==> config.mk <==
export PLATFORM = sky130hd
export DESIGN_NAME = sensor_scan_ctrl_flat
export DESIGN_NICKNAME = d
export VERILOG_FILES = /design/src/rtl/sensor_scan_ctrl_pkg.sv /design/src/rtl/sensor_scan_ctrl_if.sv /design/src/rtl/sensor_scan_ctrl_height_avg.sv /design/src/rtl/sensor_scan_ctrl.sv /design/src/flat_wrapper.sv
export SDC_FILE = /design/constraint.sdc
export NUM_CORES = 1
export LEC_CHECK = 0
export CAP_MARGIN = 20
export CORE_ASPECT_RATIO = 1.5
export CORE_MARGIN = 1
export CORE_UTILIZATION = 40
export CTS_CLUSTER_SIZE = 20
export DETAILED_ROUTE_END_ITERATION = 6
export DONT_BUFFER_PORTS = 1
export PLACE_DENSITY = 0.58
export SLEW_MARGIN = 10
export SYNTH_ARGS = -nofsm -noshare
export SYNTH_HDL_FRONTEND = slang
export SYNTH_SLANG_ARGS = --single-unit
==> constraint.sdc <==
create_clock -name clk -period 6 [get_ports clk]
set_input_delay 0.6 -clock clk [delete_from_list [all_inputs] [get_ports clk]]
set_output_delay 0.6 -clock clk [all_outputs]
set_load 0.02 [all_outputs]
==> src/rtl/sensor_scan_ctrl_pkg.sv <==
// Shared baggage-line package: scan FSM states and sensor/height sizing constants.
package baggage_pkg;

    typedef enum logic [1:0] {
        IDLE    = 2'd0,
        SCAN    = 2'd1,
        COMPUTE = 2'd2,
        OUTPUT  = 2'd3
    } scan_state_e;

    localparam int unsigned SENSOR_CNT = 4;
    localparam int unsigned HEIGHT_W   = 8;
    localparam int unsigned SUM_W      = HEIGHT_W + 2;

endpackage

==> src/rtl/sensor_scan_ctrl_if.sv <==
// Scanned sensor port plus the start/busy control and the height valid/ready result channel.
interface sensor_scan_if
    import baggage_pkg::*;
#(
    parameter int unsigned DATA_W = 8
);
    logic                  start;
    logic                  busy;
    logic [1:0]            sensor_sel;
    logic [DATA_W-1:0]     sensor_data;
    logic [DATA_W-1:0]     height;
    logic [SENSOR_CNT-1:0] sensor_zero;
    logic                  height_valid;
    logic                  height_ready;

    modport master (
        output start, sensor_data, height_ready,
        input  busy, sensor_sel, height, sensor_zero, height_valid
    );

    modport slave (
        input  start, sensor_data, height_ready,
        output busy, sensor_sel, height, sensor_zero, height_valid
    );
endinterface

==> src/rtl/sensor_scan_ctrl_height_avg.sv <==
// Combinational drop-height estimate from four captured sensor readings, with zero flags.
module sensor_height_avg
    import baggage_pkg::*;
#(
    parameter int unsigned DATA_W = 8
) (
    input  logic [SENSOR_CNT-1:0][DATA_W-1:0] samples_i,
    output logic [DATA_W-1:0]                 height_o,
    output logic [SENSOR_CNT-1:0]             zero_o
);
    localparam int unsigned SW = DATA_W + 2;

    function automatic logic [DATA_W-1:0] round_mean2(input logic [DATA_W-1:0] a,
                                                      input logic [DATA_W-1:0] b);
        logic [SW-1:0] s;
        s = SW'(a) + SW'(b) + SW'(1);
        return DATA_W'(s >> 1);
    endfunction

    function automatic logic [DATA_W-1:0] round_mean4(input logic [DATA_W-1:0] a,
                                                      input logic [DATA_W-1:0] b,
                                                      input logic [DATA_W-1:0] c,
                                                      input logic [DATA_W-1:0] d);
        logic [SW-1:0] s;
        s = SW'(a) + SW'(b) + SW'(c) + SW'(d) + SW'(2);
        return DATA_W'(s >> 2);
    endfunction

    always_comb begin
        for (int i = 0; i < SENSOR_CNT; i++) begin
            zero_o[i] = (samples_i[i] == '0);
        end
    end

    // A dead sensor drops its opposite pair; the remaining pair is averaged.
    always_comb begin
        if (zero_o[0] || zero_o[2]) begin
            height_o = round_mean2(samples_i[1], samples_i[3]);
        end else if (zero_o[1] || zero_o[3]) begin
            height_o = round_mean2(samples_i[0], samples_i[2]);
        end else begin
            height_o = round_mean4(samples_i[0], samples_i[1], samples_i[2], samples_i[3]);
        end
    end
endmodule

==> src/rtl/sensor_scan_ctrl.sv <==
// Scans four height sensors over one shared port and publishes the drop height on valid/ready.
// Define SENSOR_SCAN_AUTO_EN for continuous rescanning after each accepted result.
module sensor_scan_ctrl
    import baggage_pkg::*;
#(
    parameter int unsigned SETTLE_CYCLES = 4,
    parameter int unsigned DATA_W        = 8
) (
    input logic         clk,
    input logic         rst_n,
    sensor_scan_if.slave bus
);
    localparam int unsigned CNT_W = 8;

    scan_state_e                       state_q, state_d;
    logic [1:0]                        sel_q, sel_d;
    logic [CNT_W-1:0]                  cnt_q, cnt_d;
    logic [SENSOR_CNT-1:0][DATA_W-1:0] slot_q, slot_d;
    logic [DATA_W-1:0]                 height_q, height_d;
    logic [SENSOR_CNT-1:0]             zero_q, zero_d;
    logic                              vld_q, vld_d;
    logic [DATA_W-1:0]                 avg_height;
    logic [SENSOR_CNT-1:0]             avg_zero;

    sensor_height_avg #(.DATA_W(DATA_W)) u_avg (
        .samples_i (slot_q),
        .height_o  (avg_height),
        .zero_o    (avg_zero)
    );

    always_comb begin
        state_d  = state_q;
        sel_d    = sel_q;
        cnt_d    = cnt_q;
        slot_d   = slot_q;
        height_d = height_q;
        zero_d   = zero_q;
        vld_d    = vld_q;
        unique case (state_q)
            IDLE: begin
                if (bus.start) begin
                    state_d = SCAN;
                    sel_d   = 2'd0;
                    cnt_d   = '0;
                end
            end
            SCAN: begin
                if (cnt_q == CNT_W'(SETTLE_CYCLES)) begin
                    slot_d[sel_q] = bus.sensor_data;
                    cnt_d         = '0;
                    if (sel_q == 2'(SENSOR_CNT - 1)) begin
                        state_d = COMPUTE;
                    end else begin
                        sel_d = sel_q + 2'd1;
                    end
                end else begin
                    cnt_d = cnt_q + CNT_W'(1);
                end
            end
            COMPUTE: begin
                height_d = avg_height;
                zero_d   = avg_zero;
                vld_d    = 1'b1;
                state_d  = OUTPUT;
            end
            OUTPUT: begin
                if (bus.height_ready) begin
                    vld_d = 1'b0;
`ifdef SENSOR_SCAN_AUTO_EN
                    state_d = SCAN;
                    sel_d   = 2'd0;
                    cnt_d   = '0;
`else
                    state_d = IDLE;
`endif
                end
            end
            default: state_d = IDLE;
        endcase
    end

    always_ff @(posedge clk) begin
        if (!rst_n) begin
            state_q  <= IDLE;
            sel_q    <= 2'd0;
            cnt_q    <= '0;
            height_q <= '0;
            zero_q   <= '0;
            vld_q    <= 1'b0;
        end else begin
            state_q  <= state_d;
            sel_q    <= sel_d;
            cnt_q    <= cnt_d;
            height_q <= height_d;
            zero_q   <= zero_d;
            vld_q    <= vld_d;
        end
    end

    // Capture slots are always overwritten before COMPUTE reads them, so they need no reset.
    always_ff @(posedge clk) begin
        slot_q <= slot_d;
    end

    assign bus.busy         = (state_q != IDLE);
    assign bus.sensor_sel   = sel_q;
    assign bus.height       = height_q;
    assign bus.sensor_zero  = zero_q;
    assign bus.height_valid = vld_q;
endmodule

==> src/flat_wrapper.sv <==
// flat-port wrapper written by rule: the top's interface ports become plain ports
module sensor_scan_ctrl_flat import baggage_pkg::*;
#(
    parameter int unsigned SETTLE_CYCLES = 4,
    parameter int unsigned DATA_W        = 8
)
  (clk, rst_n, bus_start, bus_sensor_data, bus_height_ready, bus_busy, bus_sensor_sel, bus_height, bus_sensor_zero, bus_height_valid);
  sensor_scan_if #(.DATA_W(DATA_W)) bus_i ();
  input logic clk;
  input logic rst_n;
  input wire logic [$bits(bus_i.start)-1:0] bus_start;
  input wire logic [$bits(bus_i.sensor_data)-1:0] bus_sensor_data;
  input wire logic [$bits(bus_i.height_ready)-1:0] bus_height_ready;
  output wire logic [$bits(bus_i.busy)-1:0] bus_busy;
  output wire logic [$bits(bus_i.sensor_sel)-1:0] bus_sensor_sel;
  output wire logic [$bits(bus_i.height)-1:0] bus_height;
  output wire logic [$bits(bus_i.sensor_zero)-1:0] bus_sensor_zero;
  output wire logic [$bits(bus_i.height_valid)-1:0] bus_height_valid;
  assign bus_i.start = bus_start;
  assign bus_i.sensor_data = bus_sensor_data;
  assign bus_i.height_ready = bus_height_ready;
  assign bus_busy = bus_i.busy;
  assign bus_sensor_sel = bus_i.sensor_sel;
  assign bus_height = bus_i.height;
  assign bus_sensor_zero = bus_i.sensor_zero;
  assign bus_height_valid = bus_i.height_valid;
  sensor_scan_ctrl #(.SETTLE_CYCLES(SETTLE_CYCLES), .DATA_W(DATA_W)) u_core (.clk(clk), .rst_n(rst_n), .bus(bus_i));
endmodule
==> impl_metrics.env, run 1 <==
export IMPL_period_minus_slack_ns=3.21
export IMPL_tightest_slew_ns=0.910
export IMPL_remaining_drc_errors=0
export IMPL_dpl_hpwl_mm=7.20
export IMPL_finClkSkew_ns=0.00836
export IMPL_via_per_inst=5.26
export IMPL_crit_arrival_ns=3.43
export IMPL_grt_pass1_vias=2845
export IMPL_area_growth_synth_to_final_pct=11.4
export IMPL_cts_tree="built"
export IMPL_synth_warnings=0
export IMPL_hold_viol_final=0
export IMPL_post_cts_resized=0
export IMPL_chipWidth_um=81.6
export IMPL_cp_max_fo=3
export IMPL_post_cts_buffers=0
export IMPL_start_util_pct=41.0
export IMPL_grtUsageTotal_pct=20.0
export IMPL_gp_congestion=0.844
export IMPL_slew_headroom_pct=39.1
export IMPL_critical_path_class="reg -> reg"
export IMPL_synth_edf_count=32
export IMPL_fin_cells=507
export IMPL_drv_cap=0
export IMPL_yosysMostFrequentCell="inv_1"
export IMPL_outcome="finished clean"
export IMPL_clock_sinks=57
export IMPL_die_h_um=121
export IMPL_coreArea_um2=9250
export IMPL_placed_cells=491
export IMPL_synth_cell_type_count=60
export IMPL_grt_pass1_wl_mm=14.2
export IMPL_p_per_area_nw_per_um2=308
export IMPL_ys_flop_type="edfxtp_1"
export IMPL_overflow=0
export IMPL_fmax_mhz=312
export IMPL_fin_util_pct=45.7
export IMPL_ys_top_cells_by_area="edfxtp_1 25%, dfxtp_1 13%, ha_1 11%"
export IMPL_drive_gt1_share_pct=8.61
export IMPL_synth_largest_area_cell="edfxtp_1"
export IMPL_path_clk_slew_ns=0.05
export IMPL_finalCritPeriodShare_pct=53.5
export IMPL_synth_area_per_cell_um2=9.92
export IMPL_ys_ff_latch=57
export IMPL_syn_nets=445
export IMPL_layout_setup_ws_ns=2.79
export IMPL_hold_class="in -> reg"
export IMPL_nets=452
export IMPL_ant_nets=0
export IMPL_endpoint_kind="flop"
export IMPL_dr_total_vias=2667
export IMPL_numCtsBuffers=9
export IMPL_seq_area_frac_synth_pct=38.5
export IMPL_cts_max_level=3
export IMPL_report_final_slew_viol_count=0
export IMPL_startpoint_type="flop"
export IMPL_die_area_um2=9900
export IMPL_synthTopCellsByCount="64 x inv_1, 35 x nor2_1, 33 x ha_1, 32 x edfxtp_1"
export IMPL_synth_async_reset_ratio_pct=0
export IMPL_cts_hold_buf=0
export IMPL_ir_drop_mv=0.184
export IMPL_rsz0062_at_grt="no"
export IMPL_antenna_cells=0
export IMPL_num_rows=43
export IMPL_max_clock_path_buffers=2
export IMPL_setup_viol_count_final=0
export IMPL_yosys_area_top_type_share_pct=25.3
export IMPL_numPortBuffers=0
export IMPL_clock_latency_ns=0.33
export IMPL_place_ws_ns=2.78
export IMPL_whs_ns=0.365
export IMPL_avgRoutedWirePerCell_um=17.5
export IMPL_finalWirelength_mm=8.88
export IMPL_dr_pass1_iters=4
export IMPL_drt_iter0_markers=79
export IMPL_grt_max_degree=16
export IMPL_pin_count=28
export IMPL_tns_ns=0
export IMPL_antenna_found_initial=0
export IMPL_root_buffer="clkbuf_16"
export IMPL_required_ns=6.22
export IMPL_p_leak_nw=1.78
export IMPL_synth_cell_area_um2=3800
export IMPL_syn_inst=383
==> area by class of cell <==
cell class / count / area (µm²)
clock buffers: 12 / 256
clock inverters: 4 / 73.8
fillers: 875 / 5020
inverters: 65 / 244
multi-input cells: 257 / 2060
flip-flops and latches: 57 / 1460
well taps: 112 / 140
==> flip-flops by register name, indices dropped and copies added (netlist names) <==
| signal | cells |
|---|---|
| u_core.cnt_q | 8 |
| u_core.slot_q | 32 |
| u_core.bus.sensor_sel | 2 |
| u_core.bus.height | 8 |
| u_core.bus.sensor_zero | 4 |
| u_core.bus.height_valid | 1 |
| u_core.state_q | 2 |
==> cell usage in the layout, fill, tap and decap left out, types with 4 or more instances in the layout <==
cell type / instances
a211oi_1: 7
a21o_1: 6
a21oi_1: 18
a31oi_1: 5
clkbuf_16: 9
dfxtp_1: 25
edfxtp_1: 32
fa_1: 17
ha_1: 33
inv_1: 64
mux2i_1: 4
nand2_1: 25
nand3_1: 6
nand4_1: 4
nor2_1: 35
nor3_1: 8
nor4_1: 4
o21ai_0: 14
or4_4: 4
xnor2_1: 9
xor2_1: 10
==> critical path: stages, from the launching register on <==
cell and delay (ns):
edfxtp_1 0.39, inv_1 0.08, fa_1 0.50, fa_1 0.51
inv_1 0.04, ha_1 0.32, a21oi_1 0.19, a21oi_1 0.14
o41ai_2 0.42, o21bai_2 0.12, xor2_1 0.15, o221a_2 0.24
==> where the power goes <==
part	internal, W	total [W]	switching, W	leakage [nW]
clock network	0.000386	0.000563	0.000177	0.163
registers	0.000445	0.000500	0.0000548	0.490
logic	0.0000902	0.000240	0.000149	1.13
total	0.000922	0.00130	0.000381	1.78
==> per-layer routing <==
layer  GRT usage [%]  share of wire [%]  routed length [µm]  vias to the layer above
li1                -                  -                   -                     1341
met1            19.5                 37                3310                     1241
met2            35.7                 53                4720                       58
met3            5.86                4.3                 384                       27
met4            12.7                5.3                 469                        0
met5               0                  0                   0                        -
==> cells by family (layout without fill, tap and decap cells) <==
kind of cell	after synthesis	in the layout	share of synthesized area, %
simple gates	109	109	15.0
compound gates	75	75	13.9
buf+inv	69	81	7.38
flops	57	57	38.5
fa+ha+maj	50	50	19.8
xor+xnor	19	19	4.38
mux	4	4	1.05
==> metrics by stage <==
stage / power (W) / cell area [µm²]
6_report: 0.00130 / 4230
5_1_grt: 0.00136 / 4230
4_1_cts: 0.00131 / 4230
3_5_place_dp: 0.000749 / 3900
3_3_place_gp: 0.000744 / 3900
2_1_floorplan: 0.000699 / 3800
==> final timing paths <==
check | startpoint | end | slack, ns | cells past startpoint
worst max-delay path | u_core.slot_q[2]$_DFFE_PP_ | u_core.bus.height[6]$_SDFFE_PN0P_ | 2.79 | 11
worst min-delay path | bus_sensor_data[7] | u_core.slot_q[23]$_DFFE_PP_ | 0.36 | 0
worst max register to register | u_core.slot_q[2]$_DFFE_PP_ | u_core.bus.height[6]$_SDFFE_PN0P_ | 2.79 | 11
worst min register to register | u_core.cnt_q[7]$_SDFFE_PN0P_ | u_core.cnt_q[7]$_SDFFE_PN0P_ | 0.50 | 2
(Power assumes the default switching activity.)
==> run 2: changes to the inputs <==
Settings changed: PLACE_DENSITY 0.58 to 0.6.
Clock period 6 ns to 2.8 ns, I/O delays scaled along.
==> run 2 against run 1 <==
  * The flow now finishes with violations (negative setup slack)
  * Combinational power is 120% higher
  * Routed wire length grew 2.8%
  * Sequential share of layout area decreased by 3.2 points
  * Largest power group unchanged
  * Highest routed layer unchanged
==> impl_metrics.env, run 2 (same netlist as run 1, synthesis figures left out) <==
export IMPL_outcome="finished with violations"
export IMPL_violations="negative setup slack"
export IMPL_nets=494
export IMPL_p_per_area_nw_per_um2=621
export IMPL_placed_cell_area_um2=4200
export IMPL_grtUsageTotal_pct=20.3
export IMPL_crit_arrival_ns=3.21
export IMPL_finalCritPeriodShare_pct=105
export IMPL_grt_max_degree=13
export IMPL_drt_iter0_markers=107
export IMPL_fin_cells=549
export IMPL_avgRoutedWirePerCell_um=16.6
export IMPL_finClkSkew_ns=0.00649
export IMPL_chipWidth_um=81.6
export IMPL_tightest_slew_ns=0.705
export IMPL_rsz0062_at_grt="yes"
export IMPL_antenna_cells=0
export IMPL_via_per_inst=5.30
export IMPL_grt_use_met2_pct=35.3
export IMPL_ant_nets=0
export IMPL_whs_ns=0.0423
export IMPL_numCtsBuffers=9
export IMPL_root_buffer="clkbuf_16"
export IMPL_die_area_um2=9900
export IMPL_total_power_w=0.00289
export IMPL_cp_max_fo=3
export IMPL_endpoint_kind="flop"
export IMPL_area_growth_synth_to_final_pct=22.8
export IMPL_report_final_slew_viol_count=0
export IMPL_place_ws_ns=-0.239
export IMPL_required_ns=3.08
export IMPL_ir_drop_mv=0.571
export IMPL_met1_usage_pct=20.4
export IMPL_grt_use_met3_pct=5.26
export IMPL_cts_hold_buf=0
export IMPL_coreArea_um2=9250
export IMPL_die_h_um=121
export IMPL_clock_latency_ns=0.33
export IMPL_dr_total_vias=2908
export IMPL_p_leak_nw=1.99
export IMPL_hold_viol_final=0
export IMPL_gp_congestion=0.852
export IMPL_drv_cap=0
export IMPL_largest_reg_flops=32
export IMPL_final_cell_mix="54 x inv_1, 41 x buf_4, 35 x nor2_1"
export IMPL_layout_setup_ws_ns=-0.134
export IMPL_cts_max_level=3
export IMPL_dpl_hpwl_mm=7.41
export IMPL_overflow=0
export IMPL_dr_pass1_iters=4
export IMPL_num_rows=43
export IMPL_r2r_slack_ns=-0.13
export IMPL_drive_gt1_share_pct=22.2
export IMPL_fmax_mhz=341
export IMPL_slew_headroom_pct=52.8
export IMPL_critical_path_class="reg -> reg"
export IMPL_finalWirelength_mm=9.13
export IMPL_grt_pass1_vias=2982
export IMPL_clock_sinks=57
export IMPL_max_clock_path_buffers=2
export IMPL_regMostFlops="u_core.slot_q"
export IMPL_cts_tree="built"
export IMPL_hold_class="in -> reg"
export IMPL_grt_pass1_wl_mm=14.5
export IMPL_setup_viol_count_final=4
export IMPL_path_clk_slew_ns=0.06
export IMPL_numPortBuffers=0
export IMPL_startpoint_type="flop"
export IMPL_remaining_drc_errors=0
export IMPL_mostFrequentLayoutCell="inv_1"
export IMPL_placed_cells=525
export IMPL_antenna_found_initial=0
export IMPL_start_util_pct=41.0
export IMPL_stdcell_area_um2=4660
export IMPL_pin_count=28
export IMPL_busiest_layer="met2"
export IMPL_period_minus_slack_ns=2.93
## run 2: cell count changes in the layout (fill, tap and decap cells not counted), moves of 3 or more
cell,change
inv_2,+10
clkinv_4,+3
ha_1,-4
ha_4,+4
buf_4,+41
inv_1,-10
## run 2: per-stage QoR
stage | setup TNS [ns] | util [%]
after floorplan | -0.0160 | -
after global placement | -0.264 | 45.4
after detailed placement | -0.686 | 45.4
after CTS | -0.227 | 49.6
after global routing | -1.03 | 50.4
final | -0.297 | 50.4
## run 2: path summary, 6_finish.rpt
check | end | from | depth (start not counted)
setup reg to reg | u_core.bus.height[6]$_SDFFE_PN0P_ | u_core.slot_q[18]$_DFFE_PP_ | 11
setup / recovery | u_core.bus.height[6]$_SDFFE_PN0P_ | u_core.slot_q[18]$_DFFE_PP_ | 11
hold / removal | u_core.slot_q[22]$_DFFE_PP_ | bus_sensor_data[6] | 0
hold reg to reg | u_core.cnt_q[7]$_SDFFE_PN0P_ | u_core.cnt_q[7]$_SDFFE_PN0P_ | 2
## run 2: report_power, final
group	switching (W)	leakage, nW	internal [W]	total [W]
logic	0.000336	1.33	0.000203	0.000539
registers	0.000119	0.490	0.000954	0.00107
clock network	0.000405	0.172	0.000879	0.00128
total	0.000860	1.99	0.00203	0.00289
## run 2: area by class of cell
type | count | area (µm²)
inverters | 65 | 244
well taps | 112 | 140
repair buffers | 42 | 319
clock inverters | 7 | 128
flip-flops and latches | 57 | 1460
clock buffers | 9 | 225
multi-input cells | 257 | 2150
fillers | 856 | 4590
## run 2: timing repair
action / CTS / global route
gates resized for setup: 2 / 14
pin swaps: 11 / 9
setup buffers: 4 / 4
setup endpoints to repair: 5 / 7
## run 2: critical path, stage by stage (launching register included)
cell	delay (ns)
edfxtp_1	0.41
inv_2	0.08
fa_1	0.43
fa_1	0.51
inv_2	0.05
ha_4	0.27
nand4b_1	0.15
a21oi_2	0.28
o41ai_4	0.11
o21bai_2	0.19
xor2_1	0.19
o221a_2	0.20
## run 2: metal layers
layer | part of all wire (%) | wire length (µm)
met2 | 54 | 4950
met1 | 36 | 3310
met3 | 4.6 | 419
met5 | 0 | 0
met4 | 4.8 | 442
==> run 3: changes to the inputs <==
Settings changed: REMOVE_ABC_BUFFERS set to 1.
==> run 3 against run 2 <==
  * The flow still finishes with violations (negative setup slack)
  * Global-route usage down 0.41 points
  * Critical path type unchanged
  * Register-to-register slack hardly changed
  * Non-clock buffer count rose by 4
  * First-iteration DRC count fell by 1.9%
  * Largest cell class unchanged
  * Maximum frequency fell by 0.41%
  * Cell area is 0.35% lower
==> impl_metrics.env, run 3 (same netlist as run 1, synthesis figures left out) <==
export IMPL_cts_hold_buf=0
export IMPL_hp_start="bus_sensor_data[7]"
export IMPL_grt_use_met3_pct=5.11
export IMPL_max_clock_path_buffers=2
export IMPL_numPortBuffers=0
export IMPL_area_growth_synth_to_final_pct=22.4
export IMPL_remaining_drc_errors=0
export IMPL_drive_gt1_share_pct=23.4
export IMPL_rr_startpoint="u_core.slot_q[12]$_DFFE_PP_"
export IMPL_grt_use_met2_pct=36.8
export IMPL_nets=498
export IMPL_tns_ns=-0.414
export IMPL_worst_path_most_repeated_cell="fa_1"
export IMPL_required_ns=3.01
export IMPL_fmax_mhz=339
export IMPL_dr_pass1_iters=4
export IMPL_numCtsBuffers=9
export IMPL_root_buffer="clkbuf_16"
export IMPL_grtUsageTotal_pct=19.9
export IMPL_finalWirelength_mm=8.90
export IMPL_cp_cell_sequence="inv_1 -> fa_1 -> fa_1 -> inv_2 -> ha_4 -> a21o_1 -> o41ai_4 -> o21bai_4 -> xor2_1 -> o221a_2"
export IMPL_avgRoutedWirePerCell_um=16.1
export IMPL_ant_nets=0
export IMPL_critPathTopFamily="adder cells"
export IMPL_period_minus_slack_ns=2.95
export IMPL_slew_headroom_pct=56.5
export IMPL_start_util_pct=41.0
export IMPL_die_h_um=121
export IMPL_setup_viol_count_final=4
export IMPL_finClkSkew_ns=0.00900
export IMPL_ir_drop_mv=0.586
export IMPL_chipWidth_um=81.6
export IMPL_coreArea_um2=9250
export IMPL_finalCritPeriodShare_pct=105
export IMPL_cp_slowest_cell="fa_1"
export IMPL_p_leak_nw=1.98
export IMPL_clock_sinks=57
export IMPL_rsz0062_at_grt="yes"
export IMPL_pin_count=28
export IMPL_antenna_found_initial=0
export IMPL_critical_path_startpoint="u_core.slot_q[12]$_DFFE_PP_"
export IMPL_met1_usage_pct=19.9
export IMPL_hold_viol_final=0
export IMPL_cp_max_fo=3
export IMPL_grt_pass1_wl_mm=14.4
export IMPL_layout_setup_ws_ns=-0.146
export IMPL_busiest_layer="met2"
export IMPL_drv_cap=0
export IMPL_regMostFlops="u_core.slot_q"
export IMPL_grt_max_degree=15
export IMPL_violations="negative setup slack"
export IMPL_tightest_slew_ns=0.650
export IMPL_cts_tree="built"
export IMPL_crit_arrival_ns=3.16
export IMPL_whs_endpoint="u_core.slot_q[15]$_DFFE_PP_"
export IMPL_startpoint_type="flop"
export IMPL_endpoint_kind="flop"
export IMPL_min_path_cells=0
export IMPL_via_per_inst=5.24
export IMPL_p_per_area_nw_per_um2=556
export IMPL_r2r_slack_ns=-0.15
export IMPL_critical_path_class="reg -> reg"
export IMPL_clock_latency_ns=0.33
export IMPL_path_clk_slew_ns=0.06
export IMPL_cts_max_level=3
export IMPL_outcome="finished with violations"
export IMPL_whs_ns=0.0437
export IMPL_num_rows=43
export IMPL_fillers=853
export IMPL_mostFrequentLayoutCell="inv_1"
export IMPL_die_area_um2=9900
export IMPL_hold_class="in -> reg"
export IMPL_dpl_hpwl_mm=7.12
export IMPL_drt_iter0_markers=105
export IMPL_rr_worst_depth=10
export IMPL_overflow=0
export IMPL_report_final_slew_viol_count=0
export IMPL_r2r_end="u_core.bus.height[6]$_SDFFE_PN0P_"
export IMPL_grt_pass1_vias=3064
export IMPL_crit_buf_inv=2
export IMPL_gp_congestion=0.891
export IMPL_critPathMaxStageDelay_ns=0.51
export IMPL_fin_util_pct=50.2
export IMPL_antenna_cells=0
export IMPL_final_cell_mix="58 x inv_1, 45 x buf_4, 34 x nor2_1"
export IMPL_largest_reg_flops=32
export IMPL_dr_total_vias=2897
[run 3: what timing repair did]
action | in CTS | in global routing
resized for setup | 11 | 17
pin swaps | 14 | 13
setup buffers | 6 | 5
cloned | 0 | 0
endpoints found under the setup margin | 7 | 7
[run 3: layout make-up]
type,instances,area [µm²],share of cell area [%]
clock inverters,7,46.3,0.996
well taps,112,140,3.01
multi-input cells,257,2180,46.9
flip-flops and latches,57,1460,31.4
repair buffers,46,349,7.51
clock buffers,9,225,4.85
inverters,65,244,5.25
[run 3: report_power, final]
| group | switching, W | internal (W) |
|---|---|---|
| registers | 0.000117 | 0.000954 |
| logic | 0.000332 | 0.000205 |
| clock network | 0.000381 | 0.000595 |
[run 3: worst max path at each step]
stage / endpoint / slack [ns] / cells past startpoint
global route: u_core.bus.height[6]$_SDFFE_PN0P_ / -0.26 / 11
CTS: u_core.bus.height[6]$_SDFFE_PN0P_ / -0.15 / 12
finish: u_core.bus.height[6]$_SDFFE_PN0P_ / -0.15 / 10
detailed placement: u_core.bus.height[6]$_SDFFE_PN0P_ / -0.37 / 12
global placement: u_core.bus.height[6]$_SDFFE_PN0P_ / -0.28 / 12
floorplan: u_core.bus.height[6]$_SDFFE_PN0P_ / -0.14 / 11
[run 3: stage by stage]
| stage | cells | area [µm²] | power [W] | setup WS [ns] |
|---|---|---|---|---|
| after floorplan | 379 | 3760 | 0.00148 | -0.140 |
| after global placement | 528 | 4180 | 0.00161 | -0.277 |
| after detailed placement | 528 | 4180 | 0.00162 | -0.366 |
| after CTS | 550 | 4570 | 0.00261 | -0.154 |
| after global routing | 553 | 4650 | 0.00272 | -0.259 |
| final | 553 | 4650 | 0.00258 | -0.146 |
[run 3: per-layer routing]
layer | up-vias | wire [µm]
li1 | 1435 | -
met1 | 1385 | 3330
met2 | 56 | 4920
met3 | 21 | 343
met4 | 0 | 307
met5 | - | 0
